$ cat config.mk
export PLATFORM = sky130hd
export DESIGN_NAME = i2c_frame_rx
export DESIGN_NICKNAME = d
export VERILOG_FILES = /design/src/rtl/i2c_pkg.sv /design/src/rtl/i2c_frame_rx_pin_sync.sv /design/src/rtl/i2c_frame_rx.sv
export SDC_FILE = /design/constraint.sdc
export NUM_CORES = 1
export LEC_CHECK = 0
export ABC_AREA = 1
export ABC_CLOCK_PERIOD_IN_PS = 2100
export CAP_MARGIN = 20
export CORE_MARGIN = 4
export CORE_UTILIZATION = 50
export CTS_CLUSTER_SIZE = 12
export DETAILED_ROUTE_END_ITERATION = 8
export GPL_TIMING_DRIVEN = 0
export PLACE_DENSITY_LB_ADDON = 0.05
export SKIP_LAST_GASP = 1
export SLEW_MARGIN = 20
export SYNTH_ARGS = -nofsm -noshare
export SYNTH_HDL_FRONTEND = slang
export SYNTH_SLANG_ARGS = --single-unit
$ cat constraint.sdc
create_clock -name clk -period 2.1 [get_ports clk]
set_input_delay 0.42 -clock clk [delete_from_list [all_inputs] [get_ports clk]]
set_output_delay 0.42 -clock clk [all_outputs]
set_load 0.05 [all_outputs]
$ cat src/rtl/i2c_pkg.sv
// Shared types and constants for the I2C slave receive front end.
package i2c_pkg;

    localparam int FRAME_W     = 12;
    localparam int FR_START    = 0;
    localparam int FR_ACK      = 1;
    localparam int FR_DATA_LSB = 2;
    localparam int FR_NACK     = 10;
    localparam int FR_STOP     = 11;

    typedef enum logic [2:0] {
        IDLE,
        ADDR,
        ADDR_ACK,
        DATA,
        DATA_ACK,
        IGNORE
    } state_t;

    function automatic logic maj3(input logic a, input logic b, input logic c);
        return (a & b) | (a & c) | (b & c);
    endfunction

endpackage

$ cat src/rtl/i2c_frame_rx_pin_sync.sv
// SCL/SDA synchroniser, edge pulses and START/STOP detection.
// With I2C_GLITCH_FILTER_EN each pin also passes a 3-sample majority filter.
module i2c_pin_sync
    import i2c_pkg::*;
(
    input  logic clk,
    input  logic rst_n,
    input  logic scl_i,
    input  logic sda_i,
    output logic sda_lvl,
    output logic scl_rise,
    output logic scl_fall,
    output logic start,
    output logic stop
);

    logic [1:0] scl_sync;
    logic [1:0] sda_sync;
    logic       scl_prev;
    logic       sda_prev;
    logic       scl_f;
    logic       sda_f;

    always_ff @(posedge clk) begin
        if (!rst_n) begin
            scl_sync <= 2'b11;
            sda_sync <= 2'b11;
            scl_prev <= 1'b1;
            sda_prev <= 1'b1;
        end else begin
            scl_sync <= {scl_sync[0], scl_i};
            sda_sync <= {sda_sync[0], sda_i};
            scl_prev <= scl_f;
            sda_prev <= sda_f;
        end
    end

`ifdef I2C_GLITCH_FILTER_EN
    logic [1:0] scl_hist;
    logic [1:0] sda_hist;

    always_ff @(posedge clk) begin
        if (!rst_n) begin
            scl_hist <= 2'b11;
            sda_hist <= 2'b11;
        end else begin
            scl_hist <= {scl_hist[0], scl_sync[1]};
            sda_hist <= {sda_hist[0], sda_sync[1]};
        end
    end

    assign scl_f = maj3(scl_sync[1], scl_hist[0], scl_hist[1]);
    assign sda_f = maj3(sda_sync[1], sda_hist[0], sda_hist[1]);
`else
    assign scl_f = scl_sync[1];
    assign sda_f = sda_sync[1];
`endif

    assign sda_lvl  = sda_f;
    assign scl_rise = scl_f & ~scl_prev;
    assign scl_fall = ~scl_f & scl_prev;
    // SDA edges only count as bus conditions while SCL is high
    assign start    = ~sda_f & sda_prev & scl_f;
    assign stop     = sda_f & ~sda_prev & scl_f;

endmodule

$ cat src/rtl/i2c_frame_rx.sv
// I2C slave write receiver: address match, ACK generation and 12-bit frame output.
// Optional SCL/SDA glitch filter enabled by I2C_GLITCH_FILTER_EN.
//
// state    | meaning
// IDLE     | bus free, waiting for START
// ADDR     | shifting address + rw bit
// ADDR_ACK | driving address ACK until next SCL fall
// DATA     | shifting a data byte
// DATA_ACK | driving (or withholding) data ACK until next SCL fall
// IGNORE   | not addressed, waiting for START or STOP
module i2c_frame_rx
    import i2c_pkg::*;
#(
    parameter logic [6:0] DEV_ADDR  = 7'h01,
    parameter int         MAX_BYTES = 6,
    parameter int         FRAME_W   = i2c_pkg::FRAME_W
) (
    input  logic               clk,
    input  logic               rst_n,
    input  logic               scl_i,
    input  logic               sda_i,
    output logic               sda_oe,
    output logic [FRAME_W-1:0] frame_o,
    output logic               frame_valid,
    output logic [3:0]         addr_o,
    output logic               busy,
    output logic [2:0]         byte_cnt
);

    localparam logic [2:0] MAX_B = 3'(MAX_BYTES);

    logic sda_lvl, scl_rise, scl_fall, start, stop;

    i2c_pin_sync u_pin_sync (
        .clk      (clk),
        .rst_n    (rst_n),
        .scl_i    (scl_i),
        .sda_i    (sda_i),
        .sda_lvl  (sda_lvl),
        .scl_rise (scl_rise),
        .scl_fall (scl_fall),
        .start    (start),
        .stop     (stop)
    );

    state_t             state, state_d;
    logic [7:0]         shift, shift_d;
    logic [3:0]         bit_cnt, bit_cnt_d;
    logic               ack_flag, ack_flag_d;
    logic               frame_pend, frame_pend_d;
    logic               stop_pend, stop_pend_d;
    logic               sda_oe_d, frame_valid_d, busy_d;
    logic [FRAME_W-1:0] frame_d;
    logic [3:0]         addr_d;
    logic [2:0]         byte_cnt_d;

    always_ff @(posedge clk) begin
        if (!rst_n) begin
            state       <= IDLE;
            shift       <= '0;
            bit_cnt     <= '0;
            ack_flag    <= 1'b0;
            frame_pend  <= 1'b0;
            stop_pend   <= 1'b0;
            sda_oe      <= 1'b0;
            frame_o     <= '0;
            frame_valid <= 1'b0;
            addr_o      <= '0;
            busy        <= 1'b0;
            byte_cnt    <= '0;
        end else begin
            state       <= state_d;
            shift       <= shift_d;
            bit_cnt     <= bit_cnt_d;
            ack_flag    <= ack_flag_d;
            frame_pend  <= frame_pend_d;
            stop_pend   <= stop_pend_d;
            sda_oe      <= sda_oe_d;
            frame_o     <= frame_d;
            frame_valid <= frame_valid_d;
            addr_o      <= addr_d;
            busy        <= busy_d;
            byte_cnt    <= byte_cnt_d;
        end
    end

    always_comb begin
        state_d       = state;
        shift_d       = shift;
        bit_cnt_d     = bit_cnt;
        ack_flag_d    = ack_flag;
        frame_pend_d  = frame_pend;
        stop_pend_d   = stop_pend;
        sda_oe_d      = sda_oe;
        frame_d       = frame_o;
        frame_valid_d = 1'b0;
        addr_d        = addr_o;
        busy_d        = busy;
        byte_cnt_d    = byte_cnt;

        // A pending data frame always goes out before a pending stop frame
        if (frame_pend) begin
            frame_valid_d              = 1'b1;
            frame_pend_d               = 1'b0;
            frame_d                    = '0;
            frame_d[FR_START]          = 1'b1;
            frame_d[FR_ACK]            = ack_flag;
            frame_d[FR_DATA_LSB +: 8]  = shift;
            frame_d[FR_NACK]           = ~ack_flag;
            if (ack_flag && byte_cnt < MAX_B)
                byte_cnt_d = byte_cnt + 3'd1;
        end else if (stop_pend) begin
            frame_valid_d    = 1'b1;
            stop_pend_d      = 1'b0;
            frame_d          = '0;
            frame_d[FR_STOP] = 1'b1;
        end

        if (start) begin
            state_d    = ADDR;
            busy_d     = 1'b1;
            byte_cnt_d = '0;
            bit_cnt_d  = '0;
            sda_oe_d   = 1'b0;
            addr_d     = '0;
        end else if (stop) begin
            state_d   = IDLE;
            busy_d    = 1'b0;
            sda_oe_d  = 1'b0;
            addr_d    = '0;
            bit_cnt_d = '0;
            if (state inside {ADDR, ADDR_ACK, DATA, DATA_ACK} &&
                (byte_cnt != 3'd0 || (frame_pend && ack_flag)))
                stop_pend_d = 1'b1;
        end else begin
            case (state)
                ADDR, DATA: begin
                    if (scl_rise && bit_cnt < 4'd8) begin
                        shift_d   = {shift[6:0], sda_lvl};
                        bit_cnt_d = bit_cnt + 4'd1;
                    end else if (scl_fall && bit_cnt == 4'd8) begin
                        bit_cnt_d = '0;
                        if (state == ADDR) begin
                            if (shift[7:1] == DEV_ADDR && !shift[0]) begin
                                sda_oe_d = 1'b1;
                                addr_d   = DEV_ADDR[3:0];
                                state_d  = ADDR_ACK;
                            end else begin
                                sda_oe_d = 1'b0;
                                state_d  = IGNORE;
                            end
                        end else begin
                            ack_flag_d = (byte_cnt < MAX_B);
                            sda_oe_d   = (byte_cnt < MAX_B);
                            state_d    = DATA_ACK;
                        end
                    end
                end
                ADDR_ACK: begin
                    if (scl_fall) begin
                        sda_oe_d = 1'b0;
                        state_d  = DATA;
                    end
                end
                DATA_ACK: begin
                    if (scl_fall) begin
                        sda_oe_d     = 1'b0;
                        frame_pend_d = 1'b1;
                        state_d      = DATA;
                    end
                end
                IGNORE:  sda_oe_d = 1'b0;
                default: ;
            endcase
        end
    end

endmodule

Word level (Yosys, flattened, before mapping)
Cells that the tools add are included.
{ "classes": {"magnitude_cmp": 2, "add_sub_neg": 2, "muxes": 27, "n_eq_ne": 13, "n_bitwise": 17, "n_reduce_logical": 30} }
{ "ops": {"columns": ["op", "count"], "rows": [
  ["2-to-1 mux 11 bit", 2],
  ["2-to-1 mux 1 bit", 16],
  ["AND reduction 4 bit", 4],
  ["2-to-1 mux 3 bit", 5],
  ["NOT 1 bit", 11],
  ["2-to-1 mux 4 bit", 2],
  ["inequality test 4 bit, second input constant", 2],
  ["nonzero test 2 bit", 4],
  ["nonzero test 4 bit", 2],
  ["OR reduction 2 bit", 4],
  ["== test 7 x 1 -> 1 bit, second input constant", 1],
  ["AND 1 bit", 6],
  ["== test 3 x 2 -> 1 bit, second input constant", 2],
  ["== test 3 bit, second input constant", 2],
  ["logical AND 1 bit", 6],
  ["one-hot mux 3 bit (2 select lines)", 1],
  ["AND reduction 6 bit", 1],
  ["nonzero test 3 bit", 2],
  ["AND reduction 5 bit", 1],
  ["adder 4 x 1 -> 4 bit, second input constant", 1],
  ["== test 4 bit, second input constant", 1],
  ["less-than comparator 4 bit, second input constant", 1],
  ["inequality test 2 bit, second input constant", 2],
  ["inequality test 4 x 1 -> 1 bit, second input constant", 1],
  ["10 further kinds", 11]
]} }
{ "word_totals": {"out_inout_bits": 22, "in_bits": 4, "register_bits": 43} }

Longest topological paths before layout
{ "depth": {"ltp_word": 9, "mapped_depth": 9, "mapped_depth_nobuf": 9} }

Modules after synthesis
A second synthesis with hierarchy kept.
{ "unflattened": {"hier_cells": 247, "hier_area_um2": 1869.3} }
{ "by_module_without_submodules": {"columns": ["mod", "n_inst", "cells_each", "area_per_inst_um2"], "rows": [
  ["i2c_frame_rx", 1, 222, 1675.4],
  ["i2c_pin_sync", 1, 25, 193.9]
]} }

Least setup slack after synthesis
OpenSTA, ideal clock, no wires.
{ "synth_timing": {"path_kind": "reg-to-reg", "startpoint": "reg byte_cnt[0]", "endpoint": "reg stop_pend", "path_slack_ps": 759, "synth_period_minus_slack_ps": 1341, "required_ps": 2030, "arrival_time_ps": 1272, "path_stages_with_launch": 6, "path_buffers": 0, "setup_ps": 70, "cell_sequence": "dfxtp_1 inv_1 ha_1 a31oi_1 nand2_1 a21oi_1"} }
{ "synth_via": {"elab_chain_cells": 6} }
{ "synth_rtl": {"columns": ["item", "line_no", "source"], "rows": [
  ["from (decl)", "i2c_frame_rx.sv:27", "output logic [2:0] byte_cnt"],
  ["from (signal assigned)", "i2c_frame_rx.sv:83", "byte_cnt <= byte_cnt_d;"],
  ["nonzero test 3 bit", "i2c_frame_rx.sv:133", "(byte_cnt != 3'd0 || (frame_pend && ack_flag)))"],
  ["logical OR 1 bit", "i2c_frame_rx.sv:133", null],
  ["logical AND 1 bit", "i2c_frame_rx.sv:132", "if (state inside {ADDR, ADDR_ACK, DATA, DATA_ACK} &&"],
  ["2-to-1 mux 1 bit", "i2c_frame_rx.sv:132", null],
  ["2-to-1 mux 1 bit", "i2c_frame_rx.sv:126", "end else if (stop) begin"],
  ["2-to-1 mux 1 bit", "i2c_frame_rx.sv:119", "if (start) begin"],
  ["to (signal assigned)", "i2c_frame_rx.sv:77", "stop_pend <= stop_pend_d;"],
  ["to (decl)", "i2c_frame_rx.sv:51", "logic stop_pend, stop_pend_d;"]
]} }
No other way between the ends.
A chain may end at the register's enable or synchronous reset.

Worst setup path after layout
{ "layout_timing": {"startpoint": "reg byte_cnt[1]", "endpoint": "out byte_cnt[1]"} }
No word-level cell between the ends.

==> metrics.yaml <==
status:
  status: "complete, no violations"
cts:
  htreeDepth: 2
  cts_root_buffer: "clkbuf_8"
  ctsHoldBuffers: 0
  clock-sinks: 43
  insertion_delay_ns: 0.29
  ctsLongestPathBuffers: 2
  cts_inserted_buffers: 5
  cts_setup_buffers: 0
  tritoncts: "yes"
  post_cts_resized: 0
  clk_pin_slew_worst_paths_ns: 0.08
die:
  dieArea_um2: 4790
  core_um2: 3470
  design.portCount: 26
  die_h_um: 69.2
  rows: 21
  die_w_um: 69.2
  start_util: 0.540
finish:
  layout_common_cells: "nand2_1, dfxtp_1, nor2_1, inv_1"
  drive_gt1_frac: 0.168
  final_common_cell: "nand2_1"
  utilization: 0.645
  area_growth_pct: 19.6
  nFillCells: 319
  n_antenna_cell: 0
  nNetsFinal: 281
detailed_routing:
  drcViolationCount: 0
  met1Wirelength_um: 1920
  drt-initial-drc-count: 73
  dr_wl_met3_um: 119
  met2WireLength_um: 1470
  vias_per_cell: 4.83
  dr.pass1.iters: 4
  routed_wl_um: 3550
  highest_layer: "met4"
  wl_per_cell_um: 11.1
  via_count: 1544
  ant_nets: 0
critical_path:
  arrival_ns: 1.50
  end_kind: "output pin"
  timing.rr.start: "bit_cnt[0]"
  rr_worst_depth: 8
  crit_path_cell_trace: "clkdlybuf4s50_1"
  critPathTopFamily: "buffers and inverters"
  timing.critical_path.buf_inv: 1
  timing.critical_path.slowest_stage_cell: "clkdlybuf4s50_1"
  path_class: "reg -> out"
  r2r-end: "sda_oe"
  rrSetupSlack_ns: 0.81
  setup.worst_path.start_class: "flop"
  max_stage_delay_ns: 0.82
  cp.depth: 1
  cp_data_required_time_ns: 1.68
  critPathMaxFanout: 4
global_route:
  grt_first_pass_wirelength_um: 6350
  grt_pass1_vias: 1467
  track_usage: 0.162
  gr-total-overflow: 0
  antenna_found_initial: 0
  grt_max_degree: 13
yosys:
  synth.mux.area_fraction: 0
  yosysSeqAreaShare: 0.460
  mappedNetlistArea_um2: 1870
  ys_warn_count: 0
  synth_xor_xnor_area_share: 0.00468
  synth-simple-area-share: 0.311
  synth.avg_cell_area_um2: 7.73
  synthAdderAreaFrac: 0.0267
  synth_top_family_by_area: "simple AND/OR/NAND/NOR gates"
  synth_compound_area_frac: 0.107
  postSynthCellCount: 242
  synth_seq_cells: 43
  ys_types: 32
sta:
  tns_ns: 0
  tightestPinTransition_ns: 0.512
  max_slew_margin: 0.657
  timing.final.crit_share: 0.915
  timing.final.max_slew_violations: 0
  finalCriticalPeriod_ns: 1.92
  fmax_ghz: 0.520
  finClkSkew_ns: 0.00355
  rsz0062_at_grt: "false"
  hold_violations: 0
  finalSetupViolCount: 0
job:
  max_cap_violations: 0
pwr:
  ir_worst_vdd_mv: 0.423
  power_density_nw_per_um2: 639
  leakage_nw: 0.949
worst_hold_path:
  min_from: "u_pin_sync.scl_sync[0]"
  hp-class: "reg -> reg"
  whs_path_depth: 1
  hold_path_end: "u_pin_sync.scl_sync[1]"
placement:
  hpwl_um: 2660
  port_buffers: 22
  gp_congestion: 0.783
## logic make-up after synthesis
group | Yosys count
compound gates | 38
xor+xnor | 1
fa+ha+maj | 4
buf+inv | 39
flops | 43
other cells | 1
simple gates | 116
## Yosys cell counts
| master | n | area, um2 |
|---|---|---|
| a211oi_1 | 1 | 7.51 |
| a21oi_1 | 22 | 110 |
| a21oi_2 | 1 | 8.76 |
| a31oi_1 | 1 | 6.26 |
| buf_2 | 3 | 15.0 |
| buf_4 | 3 | 22.5 |
| clkbuf_2 | 1 | 5.00 |
| conb_1 | 1 | 3.75 |
| dfxtp_1 | 43 | 861 |
| ha_1 | 4 | 50.1 |
| inv_1 | 24 | 90.1 |
| inv_2 | 7 | 26.3 |
| inv_4 | 1 | 6.26 |
| nand2_1 | 50 | 188 |
| nand2_2 | 3 | 18.8 |
| nand2_4 | 2 | 22.5 |
| nand2b_1 | 1 | 6.26 |
| nand3_1 | 9 | 45.0 |
| nand3_2 | 4 | 40.0 |
| nand4_1 | 1 | 6.26 |
| nor2_1 | 26 | 97.6 |
| nor2_2 | 6 | 37.5 |
| nor2_4 | 2 | 22.5 |
| nor2_8 | 1 | 20.0 |
| nor3_1 | 5 | 25.0 |
| nor3_4 | 1 | 16.3 |
| nor3b_2 | 1 | 12.5 |
| o21ai_0 | 6 | 30.0 |
| o21ai_1 | 6 | 30.0 |
| o21bai_1 | 1 | 7.51 |
| or2_2 | 4 | 25.0 |
| xor2_1 | 1 | 8.76 |
## per-layer routing
layer,up-vias,track usage
met5,-,0
met4,0,0.0651
met3,5,0.0348
met2,23,0.235
met1,693,0.231
li1,823,-
## through the flow
step | total power [mW] | instances | hold slack (ns) | setup slack, ns | area [um2]
2_1_floorplan | 0.924 | 244 | 0.393 | 0.759 | 1880
3_3_place_gp | 0.945 | 312 | 0.396 | 0.361 | 2160
3_5_place_dp | 0.946 | 312 | 0.398 | 0.352 | 2160
4_1_cts | 1.44 | 320 | 0.417 | 0.161 | 2240
5_1_grt | 1.49 | 320 | 0.431 | 0.119 | 2240
6_report | 1.43 | 320 | 0.416 | 0.178 | 2240
## worst max path at each step
stage / startpoint / end / slack, ns
after floorplan: byte_cnt[0] / stop_pend / 0.76
after global placement: rst_n / frame_valid / 0.36
after detailed placement: rst_n / frame_valid / 0.35
after CTS: byte_cnt[1] / byte_cnt[1] / 0.16
after global routing: byte_cnt[1] / byte_cnt[1] / 0.12
final: byte_cnt[1] / byte_cnt[1] / 0.18
## cell type report
class,instances,area (um2),area share
inverter,32,123,0.0548
multi-input combinational,162,853,0.381
sequential,43,861,0.385
timing repair buffer,22,220,0.0984
buffer,7,42.5,0.0190
tap,46,57.6,0.0257
clock buffer,7,76.3,0.0341
clock inverter,1,5.00,0.00224
## worst register-to-register path, cell delays in order (launching register included)
cell	delay (ns)
dfxtp_1	0.38
inv_1	0.07
ha_1	0.20
nand3_2	0.10
nor2_2	0.05
nand2_2	0.11
inv_2	0.07
o21ai_0	0.15
a21oi_1	0.05
## flip-flops by register name, summed over array words and instances (netlist names), 2 cells and up
name                 count
bit_cnt                  4
byte_cnt                 3
frame_o                 12
shift                    8
state                    3
u_pin_sync.scl_sync      2
u_pin_sync.sda_sync      2
## report_power, final
| group | internal (mW) | switching, mW | leakage, nW |
|---|---|---|---|
| registers | 0.823 | 0.00599 | 0.348 |
| logic | 0.0320 | 0.0649 | 0.559 |
| clock network | 0.233 | 0.270 | 0.0422 |
| total | 1.09 | 0.341 | 0.949 |
Note: power is estimated with default switching activity, not from simulation.
==> patch 1, RTL diff (same settings) <==
Add a define of `I2C_GLITCH_FILTER_EN`.
--- a/src/rtl/i2c_frame_rx_pin_sync.sv
+++ b/src/rtl/i2c_frame_rx_pin_sync.sv
@@ -1,5 +1,7 @@
 // SCL/SDA synchroniser, edge pulses and START/STOP detection.
 // With I2C_GLITCH_FILTER_EN each pin also passes a 3-sample majority filter.
+`define I2C_GLITCH_FILTER_EN
+
 module i2c_pin_sync
     import i2c_pkg::*;
 (
Check against the original RTL: not equivalent (Yosys sat finds a counterexample within 4 cycles, from zero or initial values and one cycle with rst_n low).
==> patch 1 against the unedited design <==
Synthesized cell count rose by 9.1%; first-iteration DRC count rose by 22%; worst setup slack worse by 0.029 ns; design area grew 8.0%; synthesized area grew 8.3%; sequential cell count rose by 4; routed wire length up 7.0%.
Power is not compared: it rests on default switching activity, and its combinational part moved more than twofold at a synthesized area within 25%.
==> patch 1: results (changes against the unedited design) <==
* Total GRT Usage at 15.8% (was 16.2%)
* Final clock skew at 0.00411 ns (was 0.00355 ns)
* Worst-skew pair later-pin latency at 0.29 ns (about the same)
* Critical path peak fanout at 5 (was 4)
* Dpl cells at 336 (was 312)
* Pre-CTS WS at 0.317 ns (was 0.352 ns)
* Status: finished, final reports clean (unchanged)
* Avg WL per Cell at 11.0 um (was 11.1 um)
* FILL cells at 366 (was 319)
* Sequential area share after synthesis at 46.4% (was 46.0%)
* Via count at 1660 (was 1544)
* Worst Tran Pin Value at 0.503 ns (was 0.512 ns)
* Mean Syn Cell Area at 7.68 sq um (was 7.73 sq um)
* Starting DRT DRC Count at 89 (was 73)
* HPWL Detailed at 2880 um (was 2660 um)
* DP Area at 2310 sq um (was 2160 sq um)
* H-Tree Depth at 2 (unchanged)
* Routed WL at 3800 um (was 3550 um)
* Vias in the first global route at 1458 (was 1467)
* First-pass GRT wire length at 6510 um (was 6350 um)
* Nets at 303 (was 281)
* Hold Vio Cnt, Final at 0 (unchanged)
* Worst path arrival time at 1.53 ns (was 1.50 ns)
* Layout cells sized above 1 at 14.9% (was 16.8%)
* Slew Viols, Final at 0 (unchanged)
* Most area-consuming cells after synthesis: dfxtp_1 (46%), nand2_1 (10%), nor2_1 (8.3%) (was dfxtp_1 (46%), nand2_1 (10%), a21oi_1 (5.9%))
* Post-synth top cells: nand2_1 (55), dfxtp_1 (47), nor2_1 (45) (was nand2_1 (50), dfxtp_1 (43), nor2_1 (26))
* Hold path startpoint: u_pin_sync.sda_sync[0]$_SDFF_PN1_ (was u_pin_sync.scl_sync[0]$_SDFF_PN1_)
* Final estimated routing congestion in global placement at 0.775 (was 0.783)
* Post-CTS Setup Inserts at 0 (unchanged)
* Initial DRT Pass Iterations at 4 (unchanged)
* Post-CTS resize count at 0 (unchanged)
* Largest net degree at the start of global routing at 15 (was 13)
## patch 1: cell count changes in the layout (fill, tap and decap cells not counted), moves of 4 or more
cell     unedited run  this run
dfxtp_1            43        47
nand4_1             1         5
a21oi_1            22        10
a22oi_1             0         6
nand2_1            50        55
nor2_1             26        45
## patch 1: final timing paths
kind	depth (start not counted)	to	slack, ns
setup / recovery	1	byte_cnt[1]	0.15
hold / removal	1	u_pin_sync.sda_sync[1]$_SDFF_PN1_	0.42
setup reg to reg	10	bit_cnt[2]$_SDFFE_PP0P_	0.70
hold reg to reg	1	u_pin_sync.sda_sync[1]$_SDFF_PN1_	0.42
## patch 1: cell families after synthesis
family / Yosys count / share of synthesized area, %
xor gates and xnor gates: 1 / 0.432
AOI/OAI and AO/OA: 30 / 8.33
other: 1 / 0.185
DFF: 47 / 46.4
adders and majority gates: 4 / 2.47
and+or+nand+nor: 141 / 34.0
buffers and inverters: 40 / 8.21
## patch 1: through the flow
step	total power, mW	utilization (%)	hold slack (ns)
detailed placement	1.23	60.9	0.399
finish	1.79	63.7	0.417
CTS	1.81	63.7	0.419
global placement	1.22	60.9	0.399
floorplan	1.17	-	0.393
global route	1.88	63.7	0.432
## patch 1: routing by layer
metal  track usage (%)  vias up  routed length [um]
met5                 0        -                   0
met4              5.01        0                  50
met3              3.79        7                 163
met2              23.1       32                1680
met1              22.7      736                1910
li1                  -      885                   -
## patch 1: cell type report
type	instances	share of cell area [%]
plain buffers	8	1.91
clock buffers	7	3.98
clock inverters	1	0.310
inverters	32	4.97
multi-input cells	179	38.3
flip-flops and latches	47	38.9
well taps	48	2.48
repair buffers	22	9.11
## patch 1: power breakdown
part	leakage [nW]	total [mW]	switching [mW]	internal, mW
sequential	0.380	0.935	0.0221	0.913
clock	0.0505	0.588	0.288	0.299
combinational	0.673	0.271	0.177	0.0939
==> patch 2, RTL diff (config.mk and constraints unchanged) <==
Without the edit above. The output `frame_valid` loses its register stage (`frame_valid` becomes a continuous assignment).
--- a/src/rtl/i2c_frame_rx.sv
+++ b/src/rtl/i2c_frame_rx.sv
@@ -64,7 +64,6 @@
             stop_pend   <= 1'b0;
             sda_oe      <= 1'b0;
             frame_o     <= '0;
-            frame_valid <= 1'b0;
             addr_o      <= '0;
             busy        <= 1'b0;
             byte_cnt    <= '0;
@@ -77,12 +76,13 @@
             stop_pend   <= stop_pend_d;
             sda_oe      <= sda_oe_d;
             frame_o     <= frame_d;
-            frame_valid <= frame_valid_d;
             addr_o      <= addr_d;
             busy        <= busy_d;
             byte_cnt    <= byte_cnt_d;
         end
     end
+
+    assign frame_valid = frame_valid_d;
 
     always_comb begin
         state_d       = state;
Behaviour: same outputs for any inputs over 10 cycles, from zero or initial values and one cycle with rst_n low; that may be too few to reach the edited logic, so the function may still have changed.
==> patch 2 against the unedited design <==
Worst setup slack got worse by 0.032 ns; clock skew decreased by 0.00061 ns; power decreased by 1.0%; sequential cell count decreased by 1; routed wire length increased by 4.3%; design area decreased by 1.1%; critical path type unchanged; synthesized cell count increased by 1.7%; synthesized area decreased by 1.9%.
==> patch 2: results (changes against the unedited design) <==
* Status: finished, final reports clean (unchanged)
* Avg WL per Cell at 11.4 um (was 11.1 um)
* Post-synth top cells: nand2_1 (57), dfxtp_1 (42), inv_1 (31) (was nand2_1 (50), dfxtp_1 (43), nor2_1 (26))
* Fin crit period at 1.95 ns (was 1.92 ns)
* Layout cells sized above 1 at 10.8% (was 16.8%)
* Met2 Resource Use GR at 26.8% (was 23.5%)
* Compound-gate portion of the synthesized area at 14.0% (was 10.7%)
* LEAKAGE at 0.922 nW (was 0.949 nW)
* Clock Power Share at 37.7% (was 35.2%)
* Worst path arrival time at 1.53 ns (was 1.50 ns)
* WHS at 0.415 ns (was 0.416 ns)
* H-Tree Depth at 2 (unchanged)
* Pwr Density at 639 nW/um^2 (about the same)
* Worst Reg-to-Reg Cells at 9 (was 8)
* Slew HR at 66.2% (was 65.7%)
* Most area-consuming cells after synthesis: dfxtp_1 (46%), nand2_1 (12%), a21oi_1 (7.6%) (was dfxtp_1 (46%), nand2_1 (10%), a21oi_1 (5.9%))
* Pint at 1.09 mW (about the same)
* Sequential area share after synthesis at 45.8% (was 46.0%)
* R2r endpoint: state[0]$_SDFFE_PN0P_ (was sda_oe$_SDFFE_PP0P_)
* Gate power share at 5.3% (was 6.8%)
* Wire length on met1 at 1900 um (was 1920 um)
* Routed wl met3 at 154 um (was 119 um)
* HPWL Detailed at 2700 um (was 2660 um)
* Reg2Reg Setup Slack at 0.58 ns (was 0.81 ns)
* Area grow syn2layout at 20.6% (was 19.6%)
* Final Instance Count excl. Fillers at 324 (was 320)
* Pre-CTS WS at 0.0420 ns (was 0.352 ns)
* DR vias/cell at 4.83 (about the same)
* Total GRT Usage at 18.4% (was 16.2%)
* Post-CTS resize count at 2 (was 0)
* DR WL met2 at 1620 um (was 1470 um)
* First-pass GRT wire length at 6400 um (was 6350 um)
* Routing usage on met1 at 25.0% (was 23.1%)
* FILL cells at 320 (was 319)
* Nets at 285 (was 281)
* DP Area at 2120 sq um (was 2160 sq um)
* Post-synthesis cell count at 246 (was 242)
* Post-Synth Adder-Cell Area at 2.72% (was 2.67%)
* Final clock skew at 0.00294 ns (was 0.00355 ns)
* XOR/XNOR Fraction of Synth Area at 0% (was 0.468%)
* Starting DRT DRC Count at 94 (was 73)
* Critical path peak fanout at 5 (was 4)
* Final estimated routing congestion in global placement at 0.826 (was 0.783)
==> patch 2: cell types whose count changed after synthesis, sizes merged, moves of 2 or more <==
cell    change
buf         -2
nand2       +4
nand3       -2
a21oi       +7
nor4        +2
o21ai       +2
nor2        -9
clkbuf      +3
==> patch 2: layout make-up <==
cell class,instances,area share (%)
Multi-Input combinational cell,164,37.0
Clock buffer,7,3.90
Clock inverter,1,0.226
Tap cell,46,2.60
Timing Repair Buffer,22,9.89
Inverter,34,5.99
Buffer,8,2.43
Sequential cell,42,38.0
==> patch 2: how the worst max path moves through the flow <==
stage | start | endpoint | depth (start not counted)
floorplan | stop_pend$_SDFF_PN0_ | frame_valid | 2
global placement | frame_pend$_SDFF_PP0_ | frame_valid | 3
detailed placement | frame_pend$_SDFF_PP0_ | frame_valid | 3
CTS | byte_cnt[1]$_SDFFE_PP0P_ | byte_cnt[1] | 1
global route | stop_pend$_SDFF_PN0_ | frame_valid | 3
finish | byte_cnt[1]$_SDFFE_PP0P_ | byte_cnt[1] | 1
